`src/rtl/sample_mem_writer_pkg.sv`:
```
// Shared capture-path constants: writer FSM state encoding and capture mode values.
package sample_mem_writer_pkg;

    typedef enum logic [1:0] {
        S_IDLE    = 2'd0,
        S_CAPTURE = 2'd1,
        S_DONE    = 2'd2
    } state_t;

    localparam logic MODE_ONESHOT  = 1'b0;
    localparam logic MODE_CIRCULAR = 1'b1;

endpackage

```
`src/rtl/sample_decimator.sv`:
```
// Modulo-DECIM transfer counter; keep is high for the first of every DECIM transfers.
module sample_decimator
    import sample_mem_writer_pkg::*;
#(
    parameter int DECIM = 1
) (
    input  logic clk,
    input  logic reset,
    input  logic clear,
    input  logic en,
    output logic keep
);

    localparam int CNT_W = (DECIM > 1) ? $clog2(DECIM) : 1;
    localparam logic [CNT_W-1:0] CNT_LAST = CNT_W'(DECIM - 1);

    logic [CNT_W-1:0] cnt_r;

    // Phase counter: cleared at capture start, advanced once per transfer
    always_ff @(posedge clk or negedge reset) begin
        if (!reset) begin
            cnt_r <= {CNT_W{1'b0}};
        end else if (clear) begin
            cnt_r <= {CNT_W{1'b0}};
        end else if (en) begin
            if (cnt_r == CNT_LAST) begin
                cnt_r <= {CNT_W{1'b0}};
            end else begin
                cnt_r <= cnt_r + CNT_W'(1);
            end
        end else begin
            cnt_r <= cnt_r;
        end
    end

    assign keep = (DECIM == 1) ? 1'b1 : (cnt_r == {CNT_W{1'b0}});

endmodule

```
`src/rtl/sample_mem_writer.sv`:
```
// Capture-side sample RAM writer: valid/ready sample stream in, registered RAM write port out,
// with one-shot or circular capture and optional decimation.
module sample_mem_writer
    import sample_mem_writer_pkg::*;
#(
    parameter int DATA_W = 8,
    parameter int ADDR_W = 4,
    parameter int DECIM  = 1
) (
    input  logic              clk,
    input  logic              reset,
    input  logic              start,
    input  logic              circular,
    input  logic              stop,
    input  logic              s_valid,
    input  logic [DATA_W-1:0] s_data,
    output logic              s_ready,
    output logic              mem_we,
    output logic [ADDR_W-1:0] mem_addr,
    output logic [DATA_W-1:0] mem_wdata,
    output logic              busy,
    output logic              done,
    output logic              wrap,
    output logic [ADDR_W:0]   count
);

    localparam int DEPTH = 2 ** ADDR_W;
    localparam logic [ADDR_W-1:0] PTR_LAST  = ADDR_W'(DEPTH - 1);
    localparam logic [ADDR_W:0]   COUNT_MAX = (ADDR_W + 1)'(DEPTH);

    state_t            state_r;
    logic              circ_r;
    logic [ADDR_W-1:0] ptr_r;
    logic [ADDR_W:0]   count_r;
    logic              wrap_r;
    logic              mem_we_r;
    logic [ADDR_W-1:0] mem_addr_r;
    logic [DATA_W-1:0] mem_wdata_r;

    logic clear_s;
    logic xfer_s;
    logic keep_s;
    logic write_s;
    logic finish_s;

    sample_decimator #(.DECIM(DECIM)) u_decim (
        .clk   (clk),
        .reset (reset),
        .clear (clear_s),
        .en    (xfer_s),
        .keep  (keep_s)
    );

    // Transfer qualification and end-of-capture detection
    always_comb begin
        clear_s  = 1'b0;
        xfer_s   = 1'b0;
        write_s  = 1'b0;
        finish_s = 1'b0;
        if (state_r == S_IDLE) begin
            clear_s = start;
        end else if (state_r == S_CAPTURE) begin
            xfer_s  = s_valid;
            write_s = s_valid && keep_s;
            if (circ_r == MODE_CIRCULAR) begin
                finish_s = stop;
            end else begin
                finish_s = write_s && (ptr_r == PTR_LAST);
            end
        end else begin
            clear_s = 1'b0;
        end
    end

    // Capture FSM, write pointer, sample count, wrap flag and RAM write register
    always_ff @(posedge clk or negedge reset) begin
        if (!reset) begin
            state_r     <= S_IDLE;
            circ_r      <= MODE_ONESHOT;
            ptr_r       <= {ADDR_W{1'b0}};
            count_r     <= {(ADDR_W + 1){1'b0}};
            wrap_r      <= 1'b0;
            mem_we_r    <= 1'b0;
            mem_addr_r  <= {ADDR_W{1'b0}};
            mem_wdata_r <= {DATA_W{1'b0}};
        end else begin
            mem_we_r <= 1'b0;
            case (state_r)
                S_IDLE: begin
                    if (start) begin
                        state_r <= S_CAPTURE;
                        circ_r  <= circular;
                        ptr_r   <= {ADDR_W{1'b0}};
                        count_r <= {(ADDR_W + 1){1'b0}};
                        wrap_r  <= 1'b0;
                    end
                end
                S_CAPTURE: begin
                    if (write_s) begin
                        mem_we_r    <= 1'b1;
                        mem_addr_r  <= ptr_r;
                        mem_wdata_r <= s_data;
                        ptr_r       <= ptr_r + ADDR_W'(1);
                        if (count_r != COUNT_MAX) begin
                            count_r <= count_r + (ADDR_W + 1)'(1);
                        end
                        // Second visit to address 0 marks the first overwrite of old data
                        if ((circ_r == MODE_CIRCULAR) && (ptr_r == {ADDR_W{1'b0}}) &&
                            (count_r == COUNT_MAX)) begin
                            wrap_r <= 1'b1;
                        end
                    end
                    if (finish_s) begin
                        state_r <= S_DONE;
                    end
                end
                S_DONE: begin
                    state_r <= S_IDLE;
                end
                default: begin
                    state_r <= S_IDLE;
                end
            endcase
        end
    end

    assign s_ready   = (state_r == S_CAPTURE);
    assign busy      = (state_r != S_IDLE);
    assign done      = (state_r == S_DONE);
    assign wrap      = wrap_r;
    assign count     = count_r;
    assign mem_we    = mem_we_r;
    assign mem_addr  = mem_addr_r;
    assign mem_wdata = mem_wdata_r;

endmodule

```
`config.mk`:
```
export PLATFORM = sky130hd
export DESIGN_NAME = sample_mem_writer
export DESIGN_NICKNAME = d
export VERILOG_FILES = /design/src/rtl/sample_mem_writer_pkg.sv /design/src/rtl/sample_decimator.sv /design/src/rtl/sample_mem_writer.sv
export SDC_FILE = /design/constraint.sdc
export NUM_CORES = 1
export LEC_CHECK = 0
export ABC_AREA = 1
export CAP_MARGIN = 15
export CORE_MARGIN = 4
export CORE_UTILIZATION = 50
export CTS_CLUSTER_DIAMETER = 60
export CTS_CLUSTER_SIZE = 10
export DETAILED_ROUTE_END_ITERATION = 8
export PLACE_DENSITY_LB_ADDON = 0.08
export SLEW_MARGIN = 20
export SYNTH_ARGS = -nofsm -noshare
export SYNTH_HDL_FRONTEND = slang
export SYNTH_SLANG_ARGS = --single-unit
```
`constraint.sdc`:
```
create_clock -name clk -period 3.1 [get_ports clk]
set_input_delay 0.465 -clock clk [delete_from_list [all_inputs] [get_ports clk]]
set_output_delay 0.465 -clock clk [all_outputs]
set_load 0.1 [all_outputs]
```
==> impl_metrics.env, run 1 <==
export IMPL_first_pass_grt_wire_length_mm=4.029
export IMPL_route_final_wire_length_mm=2.444
export IMPL_max_freq_ghz=0.5440
export IMPL_avgSynthCellArea_um2=9.175
export IMPL_synth_most_common_cell="nand2_1"
export IMPL_hp_class="input pin to async pin"
export IMPL_drv_slew=0
export IMPL_synthArstFlopShare=1.000
export IMPL_wl_per_cell_um=12.04
export IMPL_largest_net_degree_at_the_start_of_global_routing=27
export IMPL_cts_root_buffer="clkbuf_4"
export IMPL_via_count=1007
export IMPL_cts_num_sinks=26
export IMPL_nature_of_the_critical_path_startpoint="flip-flop"
export IMPL_detailedRoute_firstPassIterationCount=4
export IMPL_synthFlopType="dfrtp_1"
export IMPL_clk_latency_ns=0.33
export IMPL_floorplan_initialDensity=0.5461
export IMPL_cts_repair_resize_count=0
export IMPL_synth_seq_area_share=0.5138
export IMPL_finalHoldViolations=0
export IMPL_fin_worst_skew_ns=0.009100
export IMPL_multiInputGateArea_um2=543.0
export IMPL_grt_usage=0.1559
export IMPL_first_global_vias=893
export IMPL_slowest_stage="dfrtp_1"
export IMPL_hold_buffers=0
export IMPL_syn_inst=138
export IMPL_layout_cell_area_non_filler_um2=1633
export IMPL_core_um2=2318
export IMPL_setup_viol_count_final=0
export IMPL_netlist_top_cell_by_area="dfrtp_1"
export IMPL_clock_tree_buffer_depth=2
export IMPL_dpl_hpwl_mm=1.827
export IMPL_critical_path_peak_fanout=9
export IMPL_row_count=17
export IMPL_placement_io_buffers=35
export IMPL_via_per_inst=4.961
export IMPL_grt_overflow_total=0
export IMPL_synth_top_cell_area_share=0.5138
export IMPL_inserted_clock_buffers=3
export IMPL_synth_edf_count=0
export IMPL_slew_hr=0.7822
export IMPL_synth_seq_cells=26
export IMPL_yosys_top_cells_count="nand2_1 (49), dfrtp_1 (26), inv_1 (10)"
export IMPL_area_sequential_um2=650.6
export IMPL_area_growth_syn_to_fin_pct=28.95
export IMPL_antenna_found_initial=0
export IMPL_yosysWarningCount=0
export IMPL_globalplace_congestion=0.7696
export IMPL_layout_worst_path_cycle_share=0.5930
export IMPL_cp_data_required_time_ns=2.63
export IMPL_tightestPinTransition_ns=0.3268
export IMPL_cp_data_arrival_time_ns=1.37
export IMPL_num_fill_cells=182
export IMPL_final_period_demand_of_the_worst_path_ns=1.838
export IMPL_num_nets_final=194
export IMPL_antennaDiodeCount=0
export IMPL_die_x_um=58.33
export IMPL_timing_critical_path_to_type="output port"
export IMPL_timing_critical_path_buf_inv=2
export IMPL_crit_path_max_cell_delay_ns=0.48
export IMPL_die_height_um=58.33
export IMPL_fin_tns_setup_ns=0
export IMPL_postRouteAntennaNets=0
export IMPL_cts_tree="yes"
export IMPL_fp_dieArea_um2=3402
export IMPL_fraction_of_layout_cells_with_a_size_suffix_above_1=0.2686
export IMPL_syn_nets=156
export IMPL_ys_top_cells_by_area="dfrtp_1 (51%), nand2_1 (15%), ha_1 (4.0%), o21ai_2 (3.5%), inv_1 (3.0%)"
export IMPL_rsz0062_at_grt="false"
export IMPL_placed_area_um2=1580
export IMPL_worst_setup_path_type="flip-flop to output port"
export IMPL_timing_max_cap_violations=0
export IMPL_cpLargestDelayFamily="flip-flops"
export IMPL_cell_area_after_technology_mapping_um2=1266
export IMPL_postCtsSetupRepairBufs=0
export IMPL_yosys_cell_types_count=24
export IMPL_drt_iter0_drc=28
export IMPL_ordered_cell_list_for_the_critical_path="inv_2 > nor2_8 > buf_4"
export IMPL_cts_clk_slew_worst_paths_ns=0.14
export IMPL_run_status="finished clean"
export IMPL_io_pin_count=36
export IMPL_cts_htree_levels=1
export IMPL_post_route_drc_count=0
per-layer routing:
layer / vias up / routed length, µm / GRT usage
met1: 464 / 1090 / 0.1964
met5: - / 0 / 0
met4: 0 / 59 / 0.08940
li1: 512 / - / -
met2: 26 / 1142 / 0.2488
met3: 5 / 150 / 0.03070
cell usage in the layout (no fill, tap or decap):
cell,instances
nand2_1,49
dfrtp_1,26
buf_4,23
clkdlybuf4s50_1,13
inv_1,10
o21ai_0,7
nand2_2,6
nand3_1,6
nor2_1,5
o21ai_2,5
ha_1,4
inv_2,3
clkbuf_4,3
nand3_4,2
nor3_1,2
nand4_1,2
nor2_8,1
nor2_2,1
nand2_4,1
a21oi_1,1
o21a_1,1
nand2_8,1
a21boi_0,1
xor2_1,1
bufinv_16,1
flip-flops by register name (all words and copies together), names as in the netlist:
name and count:
circ_r 1, mem_we 1, mem_addr 4, count 5, state_r 2, ptr_r 4
wrap 1, mem_wdata 8
per-stage QoR:
stage | util | cells | setup WS (ns) | hold WS (ns)
after detailed placement | 0.6816 | 199 | 1.344 | 0.4703
after CTS | 0.7043 | 203 | 1.234 | 0.4874
final | 0.7043 | 203 | 1.262 | 0.4859
after floorplan | - | 138 | 0.8330 | 0.1694
after global routing | 0.7043 | 203 | 1.167 | 0.5075
after global placement | 0.6816 | 199 | 1.364 | 0.4686
final cells by class:
cell class,instances,area share
clock buffer,3,0.01379
clock inverter,1,0.01839
inverter,13,0.02988
multi-input combinational,96,0.3326
sequential,26,0.3985
tap,28,0.02146
timing repair buffer,36,0.1854
logic make-up (layout without fill, tap and decap cells):
| kind of cell | count (synthesis) | in the layout | share of synthesized area |
|---|---|---|---|
| AO/OA/AOI/OAI | 15 | 15 | 0.07806 |
| XOR/XNOR | 1 | 1 | 0.006918 |
| buffers and inverters | 16 | 53 | 0.05731 |
| flip-flops | 26 | 26 | 0.5138 |
| AND/OR/NAND/NOR | 76 | 76 | 0.3044 |
| adder cells (fa/ha/maj) | 4 | 4 | 0.03953 |
final timing paths:
check | startpoint | to | slack, ns | cells past startpoint
max | state_r[0]$_DFFE_PN0P_ | s_ready | 1.26 | 3
min | reset | mem_wdata[2]$_DFFE_PN0P_ | 0.49 | 2
max reg2reg | state_r[1]$_DFFE_PN0P_ | mem_addr[0]$_DFFE_PN0P_ | 1.80 | 5
min reg2reg | mem_wdata[1]$_DFFE_PN0P_ | mem_wdata[1]$_DFFE_PN0P_ | 0.50 | 2
max in group asynchronous | reset | count[1]$_DFFE_PN0P_ | 2.37 | 2
min in group clk | mem_wdata[1]$_DFFE_PN0P_ | mem_wdata[1]$_DFFE_PN0P_ | 0.50 | 2
worst reg2reg max path, delay by kind of cell (launching register included):
family	cells	cell delay, ns
buffers and inverters	2	0.36
AND/OR/NAND/NOR	2	0.28
AO/OA/AOI/OAI	1	0.10
flip-flops	1	0.49
Power of run 1 is left out: the tool's default activity adds up to more than one toggle a clock period on the data nets, which glitch-free logic cannot reach.
==> run 2: changes to the inputs <==
--- a/config.mk
+++ b/config.mk
@@ -8,7 +8,7 @@
 export ABC_AREA = 1
 export CAP_MARGIN = 15
 export CORE_MARGIN = 4
-export CORE_UTILIZATION = 50
+export CORE_UTILIZATION = 46
 export CTS_CLUSTER_DIAMETER = 60
 export CTS_CLUSTER_SIZE = 10
 export DETAILED_ROUTE_END_ITERATION = 8
==> constraint.sdc (replaced) <==
create_clock -name clk -period 1.9 [get_ports clk]
set_input_delay 0.285 -clock clk [delete_from_list [all_inputs] [get_ports clk]]
set_output_delay 0.285 -clock clk [all_outputs]
set_load 0.1 [all_outputs]
==> run 2 against run 1 <==
  * Global-route usage hardly changed
  * Via count grew 1.1%
  * Flip-flop and latch count is the same
  * Final area grew 4.0%
  * Wire length grew 6.1%
  * Sequential share of layout area decreased by 1.5 points
  * Critical endpoint unchanged
  * Largest cell class unchanged
  * Highest routed layer unchanged
==> impl_metrics.env, run 2 (synthesized netlist as in run 1, its figures left out) <==
export IMPL_postRouteAntennaNets=0
export IMPL_route_final_wire_length_mm=2.594
export IMPL_first_pass_grt_wire_length_mm=4.340
export IMPL_layout_worst_path_cycle_share=0.8387
export IMPL_first_global_vias=975
export IMPL_worst_setup_path_type="flip-flop to output port"
export IMPL_core_um2=2545
export IMPL_ordered_cell_list_for_the_critical_path="inv_2 > nor2_8 > buf_12"
export IMPL_row_count=18
export IMPL_cp_data_required_time_ns=1.62
export IMPL_top_layer="met4"
export IMPL_wl_per_cell_um=12.65
export IMPL_largest_reg_flops=8
export IMPL_hold_buffers=0
export IMPL_floorplan_initialDensity=0.4975
export IMPL_cts_clk_slew_worst_paths_ns=0.13
export IMPL_detailedRoute_firstPassIterationCount=5
export IMPL_setup_viol_count_final=0
export IMPL_postCtsSetupRepairBufs=0
export IMPL_grt_usage=0.1561
export IMPL_largest_net_degree_at_the_start_of_global_routing=27
export IMPL_globalplace_congestion=0.7530
export IMPL_fin_worst_skew_ns=0.001818
export IMPL_die_x_um=60.47
export IMPL_fin_tns_setup_ns=0
export IMPL_area_growth_syn_to_fin_pct=34.09
export IMPL_final_period_demand_of_the_worst_path_ns=1.594
export IMPL_nature_of_the_critical_path_startpoint="flip-flop"
export IMPL_fp_dieArea_um2=3656
export IMPL_die_height_um=60.47
export IMPL_run_status="finished clean"
export IMPL_clock_tree_buffer_depth=2
export IMPL_io_pin_count=36
export IMPL_final_cell_mix="nand2_1 (49), dfrtp_1 (25), buf_4 (17)"
export IMPL_placement_io_buffers=35
export IMPL_clk_latency_ns=0.31
export IMPL_antennaDiodeCount=0
export IMPL_tightestPinTransition_ns=0.3498
export IMPL_num_nets_final=194
export IMPL_inserted_clock_buffers=3
export IMPL_via_count=1018
export IMPL_hp_class="input pin to async pin"
export IMPL_antenna_found_initial=0
export IMPL_cp_data_arrival_time_ns=1.31
export IMPL_cts_repair_resize_count=0
export IMPL_cts_num_sinks=26
export IMPL_timing_max_cap_violations=0
export IMPL_max_freq_ghz=0.6275
export IMPL_slew_hr=0.7668
export IMPL_drv_slew=0
export IMPL_cts_root_buffer="clkbuf_4"
export IMPL_via_per_inst=4.966
export IMPL_crit_path_max_cell_delay_ns=0.51
export IMPL_critical_path_peak_fanout=9
export IMPL_mostFrequentLayoutCell="nand2_1"
export IMPL_wl_met2_mm=1.277
export IMPL_drt_iter0_drc=33
export IMPL_dpl_hpwl_mm=1.939
export IMPL_ff2ff_path_depth=5
export IMPL_post_route_drc_count=0
export IMPL_slowest_stage="dfrtp_1"
export IMPL_cts_tree="yes"
export IMPL_fraction_of_layout_cells_with_a_size_suffix_above_1=0.2800
export IMPL_met1_length_mm=1.135
export IMPL_finalHoldViolations=0
export IMPL_rsz0062_at_grt="false"
export IMPL_cts_htree_levels=1
export IMPL_timing_critical_path_to_type="output port"
export IMPL_met3_length_um=160
export IMPL_grt_overflow_total=0
run 2: per-layer routing:
| layer | vias up | track usage |
|---|---|---|
| met2 | 31 | 0.2685 |
| met4 | 0 | 0.03406 |
| met5 | - | 0 |
| met3 | 4 | 0.04255 |
| met1 | 474 | 0.1981 |
| li1 | 509 | - |
run 2: area by class of cell:
type,count,area (µm²)
fill,207,847.1
clock buffer,4,36.28
inverter,13,48.80
multi-input combinational,96,545.5
tap,30,37.54
timing repair buffer,36,377.9
sequential,26,651.9
run 2: worst max-delay path, delay by kind of cell, from the launching register on:
family | cells | cell delay, ns
flip-flops | 1 | 0.51
buffers and inverters | 2 | 0.30
AND/OR/NAND/NOR | 1 | 0.18
run 2: path summary, 6_finish.rpt:
path / from / endpoint / slack, ns
worst min register to register: mem_wdata[2]$_DFFE_PN0P_ / mem_wdata[2]$_DFFE_PN0P_ / 0.50
worst max-delay path: state_r[0]$_DFFE_PN0P_ / s_ready / 0.31
min in group clk: s_data[6] / mem_wdata[6]$_DFFE_PN0P_ / 0.49
worst max register to register: state_r[1]$_DFFE_PN0P_ / mem_addr[0]$_DFFE_PN0P_ / 0.55
max in group asynchronous: reset / count[0]$_DFFE_PN0P_ / 1.32
worst min-delay path: reset / circ_r$_DFFE_PN0P_ / 0.32
run 2: per-stage QoR:
| step | utilization | cell area (µm²) | setup WS, ns | std cells | hold WS [ns] |
|---|---|---|---|---|---|
| 5_1_grt | 0.6672 | 1698 | 0.2529 | 205 | 0.3207 |
| 2_1_floorplan | - | 1270 | 0.05675 | 138 | -0.01059 |
| 3_5_place_dp | 0.6529 | 1662 | 0.2879 | 201 | 0.4687 |
| 4_1_cts | 0.6672 | 1698 | 0.2885 | 205 | 0.3258 |
| 6_report | 0.6672 | 1698 | 0.3065 | 205 | 0.3204 |
| 3_3_place_gp | 0.6529 | 1662 | 0.3324 | 201 | 0.4694 |
Power of run 2 is left out for the same reason.
==> run 3: changes to the inputs <==
--- a/config.mk
+++ b/config.mk
@@ -8,7 +8,7 @@
 export ABC_AREA = 1
 export CAP_MARGIN = 15
 export CORE_MARGIN = 4
-export CORE_UTILIZATION = 46
+export CORE_UTILIZATION = 42
 export CTS_CLUSTER_DIAMETER = 60
 export CTS_CLUSTER_SIZE = 10
 export DETAILED_ROUTE_END_ITERATION = 8
==> constraint.sdc (replaced) <==
create_clock -name clk -period 1.4 [get_ports clk]
set_input_delay 0.21 -clock clk [delete_from_list [all_inputs] [get_ports clk]]
set_output_delay 0.21 -clock clk [all_outputs]
set_load 0.1 [all_outputs]
==> run 3 against run 2 <==
  * Highest routed layer unchanged
  * Die area grew 8.2%
  * Final cell count rose by 4.4%
  * Critical path depth down 1
  * Via count increased by 4.2%
  * Clock skew up 0.0064 ns
  * Final area is 20% higher
  * The run now ends with negative setup slack left
==> impl_metrics.env, run 3 (synthesized netlist as in run 1, its figures left out) <==
export IMPL_layoutNonFillerInstCount=214
export IMPL_area_sequential_um2=666.9
export IMPL_globalplace_congestion=0.7957
export IMPL_grt_overflow_total=0
export IMPL_hp_class="input pin to async pin"
export IMPL_layout_worst_path_cycle_share=1.010
export IMPL_r2r_start="count[1]$_DFFE_PN0P_"
export IMPL_dpl_worst_slack_ns=-0.01156
export IMPL_largest_reg_flops=8
export IMPL_timing_critical_path_buf_inv=1
export IMPL_dpl_hpwl_mm=2.071
export IMPL_hold_buffers=0
export IMPL_critical_path_peak_fanout=9
export IMPL_setup_viol_count_final=2
export IMPL_timing_max_cap_violations=0
export IMPL_post_route_drc_count=0
export IMPL_crit_path_max_cell_delay_ns=0.49
export IMPL_run_status="finished, violations left"
export IMPL_via_per_inst=4.958
export IMPL_timing_critical_path_to_type="output port"
export IMPL_fraction_of_layout_cells_with_a_size_suffix_above_1=0.3825
export IMPL_io_pin_count=36
export IMPL_placedCellCount=205
export IMPL_detailedRoute_firstPassIterationCount=4
export IMPL_wl_per_cell_um=12.56
export IMPL_max_freq_ghz=0.7076
export IMPL_fin_tns_setup_ns=-0.01681
export IMPL_tightestPinTransition_ns=0.3310
export IMPL_worstSetupStartpoint="state_r[1]$_DFFE_PN0P_"
export IMPL_cts_root_buffer="clkbuf_4"
export IMPL_rsz0062_at_grt="true"
export IMPL_cts_htree_levels=1
export IMPL_antennaDiodeCount=0
export IMPL_final_critical_path_setup_slack_ns=-0.01332
export IMPL_cts_num_sinks=26
export IMPL_num_nets_final=202
export IMPL_worst_setup_path_type="flip-flop to output port"
export IMPL_clk_latency_ns=0.32
export IMPL_cts_clk_slew_worst_paths_ns=0.14
export IMPL_drt_iter0_drc=38
export IMPL_postRouteAntennaNets=0
export IMPL_core_um2=2829
export IMPL_area_growth_syn_to_fin_pct=60.67
export IMPL_multiInputGateArea_um2=573.1
export IMPL_failed_checks="negative setup slack"
export IMPL_floorplan_initialDensity=0.4476
export IMPL_slowest_stage="dfrtp_2"
export IMPL_largest_net_degree_at_the_start_of_global_routing=27
export IMPL_cts_tree="yes"
export IMPL_fin_worst_skew_ns=0.008264
export IMPL_route_final_wire_length_mm=2.687
export IMPL_final_period_demand_of_the_worst_path_ns=1.413
export IMPL_die_x_um=62.91
export IMPL_mostFrequentLayoutCell="nand2_1"
export IMPL_die_height_um=62.91
export IMPL_cp_data_required_time_ns=1.19
export IMPL_drv_slew=0
export IMPL_first_pass_grt_wire_length_mm=4.940
export IMPL_final_cell_mix="nand2_1 (48), buf_12 (23), dfrtp_1 (19)"
export IMPL_num_fill_cells=207
export IMPL_via_count=1061
export IMPL_cpLargestDelayFamily="flip-flops"
export IMPL_antenna_found_initial=0
export IMPL_clock_tree_buffer_depth=2
export IMPL_ordered_cell_list_for_the_critical_path="nor2_8 > buf_12"
export IMPL_slew_hr=0.7794
export IMPL_finalHoldViolations=0
export IMPL_cp_data_arrival_time_ns=1.20
export IMPL_first_global_vias=1069
export IMPL_row_count=19
export IMPL_placement_io_buffers=35
export IMPL_inserted_clock_buffers=3
export IMPL_nature_of_the_critical_path_startpoint="flip-flop"
export IMPL_grt_usage=0.1530
export IMPL_fp_dieArea_um2=3957
[run 3: cell count changes in the layout (fill, tap and decap cells not counted), sizes merged]
| cell | previous run | this run |
|---|---|---|
| clkbuf | 4 | 3 |
| buf | 23 | 31 |
| bufinv | 0 | 1 |
[run 3: cell type report]
class / count / share of cell area
sequential: 26 / 0.3278
timing repair buffer: 44 / 0.3216
multi-input combinational: 96 / 0.2817
inverter: 13 / 0.02399
tap: 31 / 0.01907
clock inverter: 1 / 0.01476
clock buffer: 3 / 0.01107
[run 3: worst reg2reg max path, stage by stage (launching register included)]
cell and delay [ns]:
dfrtp_4 0.55, inv_2 0.09, ha_4 0.13, nand2_2 0.05
inv_2 0.06, nand3_4 0.10, nand2_8 0.14, nand2_2 0.07
o21ai_2 0.06
[run 3: timing repair]
action,in CTS,in global routing
resized for setup,1,3
setup endpoints to repair,3,3
setup buffers,2,3
hold endpoints to repair,0,0
pin swaps,1,2
[run 3: worst paths after layout]
| path | end | slack [ns] | cells after the start |
|---|---|---|---|
| max in group asynchronous | count[0]$_DFFE_PN0P_ | 0.90 | 2 |
| worst max-delay path | s_ready | -0.01 | 2 |
| worst max register to register | count[1]$_DFFE_PN0P_ | 0.10 | 8 |
| worst min-delay path | count[2]$_DFFE_PN0P_ | 0.23 | 2 |
| min in group clk | mem_wdata[5]$_DFFE_PN0P_ | 0.40 | 3 |
| worst min register to register | mem_wdata[2]$_DFFE_PN0P_ | 0.56 | 2 |
[run 3: per-stage QoR]
| step | area, µm² | hold WS [ns] | utilization |
|---|---|---|---|
| 2_1_floorplan | 1313 | -0.08559 | - |
| 3_3_place_gp | 1934 | 0.5231 | 0.6838 |
| 3_5_place_dp | 1934 | 0.5284 | 0.6838 |
| 4_1_cts | 2003 | 0.2292 | 0.7081 |
| 5_1_grt | 2034 | 0.2426 | 0.7192 |
| 6_report | 2034 | 0.2311 | 0.7192 |
[run 3: metal layers]
metal,vias up,wire length (µm),global-route usage
met5,-,0,0
met4,0,8,0.02479
met3,2,169,0.05396
met2,34,1334,0.2569
met1,499,1175,0.1913
li1,526,-,-
Power of run 3 is left out for the same reason.
==> RTL edit, RTL diff (settings of run 2) <==
Re-encode `state_t` (3 states) as one-hot, 3 bits wide.
--- a/src/rtl/sample_mem_writer_pkg.sv
+++ b/src/rtl/sample_mem_writer_pkg.sv
@@ -1,10 +1,10 @@
 // Shared capture-path constants: writer FSM state encoding and capture mode values.
 package sample_mem_writer_pkg;
 
-    typedef enum logic [1:0] {
-        S_IDLE    = 2'd0,
-        S_CAPTURE = 2'd1,
-        S_DONE    = 2'd2
+    typedef enum logic [2:0] {
+        S_IDLE    = 3'b001,
+        S_CAPTURE = 3'b010,
+        S_DONE    = 3'b100
     } state_t;
 
     localparam logic MODE_ONESHOT  = 1'b0;
Formal check against the unedited RTL: no difference found for any inputs over 10 cycles, from zero or initial values and one cycle with reset low; not proved beyond that.
==> RTL edit against run 2 <==
Final cell count up 6.3%; setup slack worse by 96 ps; sequential cell count up 1; via count grew 10%; fmax fell by 5.7%; core utilization fell by 0.54 points; design area hardly changed; area after synthesis increased by 0.99%; wire length increased by 5.8%; largest cell class unchanged.
==> RTL edit: results (changes against run 2) <==
Placed design
  – Cell count after placement: 214 (+6.5%)
  – Final estimated routing congestion in global placement: 0.802 (+6.5%)
  – Dpl ws: 388 ps (+99.8 ps)
  – Cell Area, Placed: 1670 µm² (+0.60%)
  – Dpl hpwl: 2080 µm (+7.0%)

Route
  – Vias per cell: 5.14 (+3.6%)
  – DR iter-0 viols: 59 (+79%)
  – Final wirelength: 2740 µm (+5.8%)
  – Metal3 WL: 207 µm (+29%)
  – Initial DRT Pass Iterations: 4 (-1)
  – Post-DRT Antenna Nets: 0 (unchanged)
  – WL met1: 1180 µm (+4.1%)
  – WL met2: 1310 µm (+2.9%)

Clock network
  – Clk slew on worst S/H paths: roughly 140 ps
  – Total CTS buffers: 3 (unchanged)
  – Worst-skew pair later-pin latency: 320 ps
  – H-Tree Level Count: 1 (unchanged)
  – CTS root buffer: clkbuf_4

Final layout
  – Max reg flops: 8 (unchanged)
  – Share of post-route cells with drive strength above 1: 0.213 (-0.0672)
  – Post-Layout Cell Count: 218 (+6.3%)
  – N_diodes: 0 (unchanged)
  – Final #Nets: 207 (+6.7%)

Synthesis
  – XOR/XNOR Fraction of Synth Area: 0.00685 (-0.0000677)
  – Most frequent cells after synthesis: nand2_1, dfrtp_1, inv_1, nor2_1, nand3_1
  – Warnings, synthesis: 0 (unchanged)
  – Syn avg cell area: 8.47 µm² (-7.7%)
  – Area contributors post-synth: dfrtp_1, nand2_1, nand3_1, ha_1, inv_1
  – Compound-Gate Fraction of Synth Area: 0.0372 (-0.0409)
  – Synthesized net count: 169 (+8.3%)
  – Post-Synth Adder-Cell Area: 0.0391 (-0.000387)
  – Post-synthesis sequential area ratio: 0.529 (+0.0155)

GRT
  – Met2 usage: 0.273 (+0.00476)
  – Initial antenna violation count: 0 (unchanged)
  – Vias in the first global route: 1079 (+11%)
  – M1 GR Usage: 0.227 (+0.0291)
  – First-pass GRT wire length: 4690 µm (+7.9%)
  – GRT Overall Usage: 0.169 (+0.0125)
  – Pin count of the biggest net entering global routing: 28 (+3.7%)
  – Grt met3 use: 0.0298 (-0.0128)

Setup path
  – R2R Setup Slk: 480 ps (-70 ps)
  – Worst path arrival time: 1400 ps (+90 ps)
  – Worst Setup SP: state_r[1]
  – Worst Path Max Fanout: 7 (-2)
  – Origin of the critical flop-to-flop path: state_r[0]
  – CP peak stage delay: 430 ps (-80 ps)

Outcome
  – Outcome: complete, no violations

STA
  – Actual slew at the worst max-slew pin: 398 ps (+48.5 ps)
  – Tightest hold margin: 310 ps (-10.8 ps)
  – Clock Skew: 7.58 ps (+5.76 ps)
  – Final Cycle Share: 0.889 (+0.0504)

Hold path
  – Hold Crit Class: primary input to asynchronous set/reset pin

Pwr
  – Sw Share: 0.584
## RTL edit: changes by cell type after synthesis, sizes merged, moves of 2 or more
cell and delta:
inv +2, nand3 +4, nand4 +4, nor2 +6
o21ai -5
## RTL edit: layout make-up
class                   instances  area, µm²
fillers                       219        868
multi-input cells             105        528
clock buffers                   3       22.5
repair buffers                 37        373
clock inverters                 1       5.00
flip-flops and latches         27        677
inverters                      15       56.3
well taps                      30       37.5
## RTL edit: final timing paths
| path | cells past startpoint | endpoint |
|---|---|---|
| max reg2reg | 5 | count[2] |
| max in group asynchronous | 2 | state_r[0] |
| min in group clk | 3 | mem_wdata[0] |
| min reg2reg | 2 | mem_wdata[0] |
| max | 3 | s_ready |
| min | 2 | state_r[2] |
## RTL edit: power groups by stage
stage                     logic (mW)  registers, mW  clock network, mW
after global placement          1.87          0.900                  0
final                           1.88          0.898              0.245
after global routing            1.97          0.929              0.280
after CTS                       1.90          0.899              0.254
after detailed placement        1.89          0.908                  0
after floorplan                0.533           1.80                  0
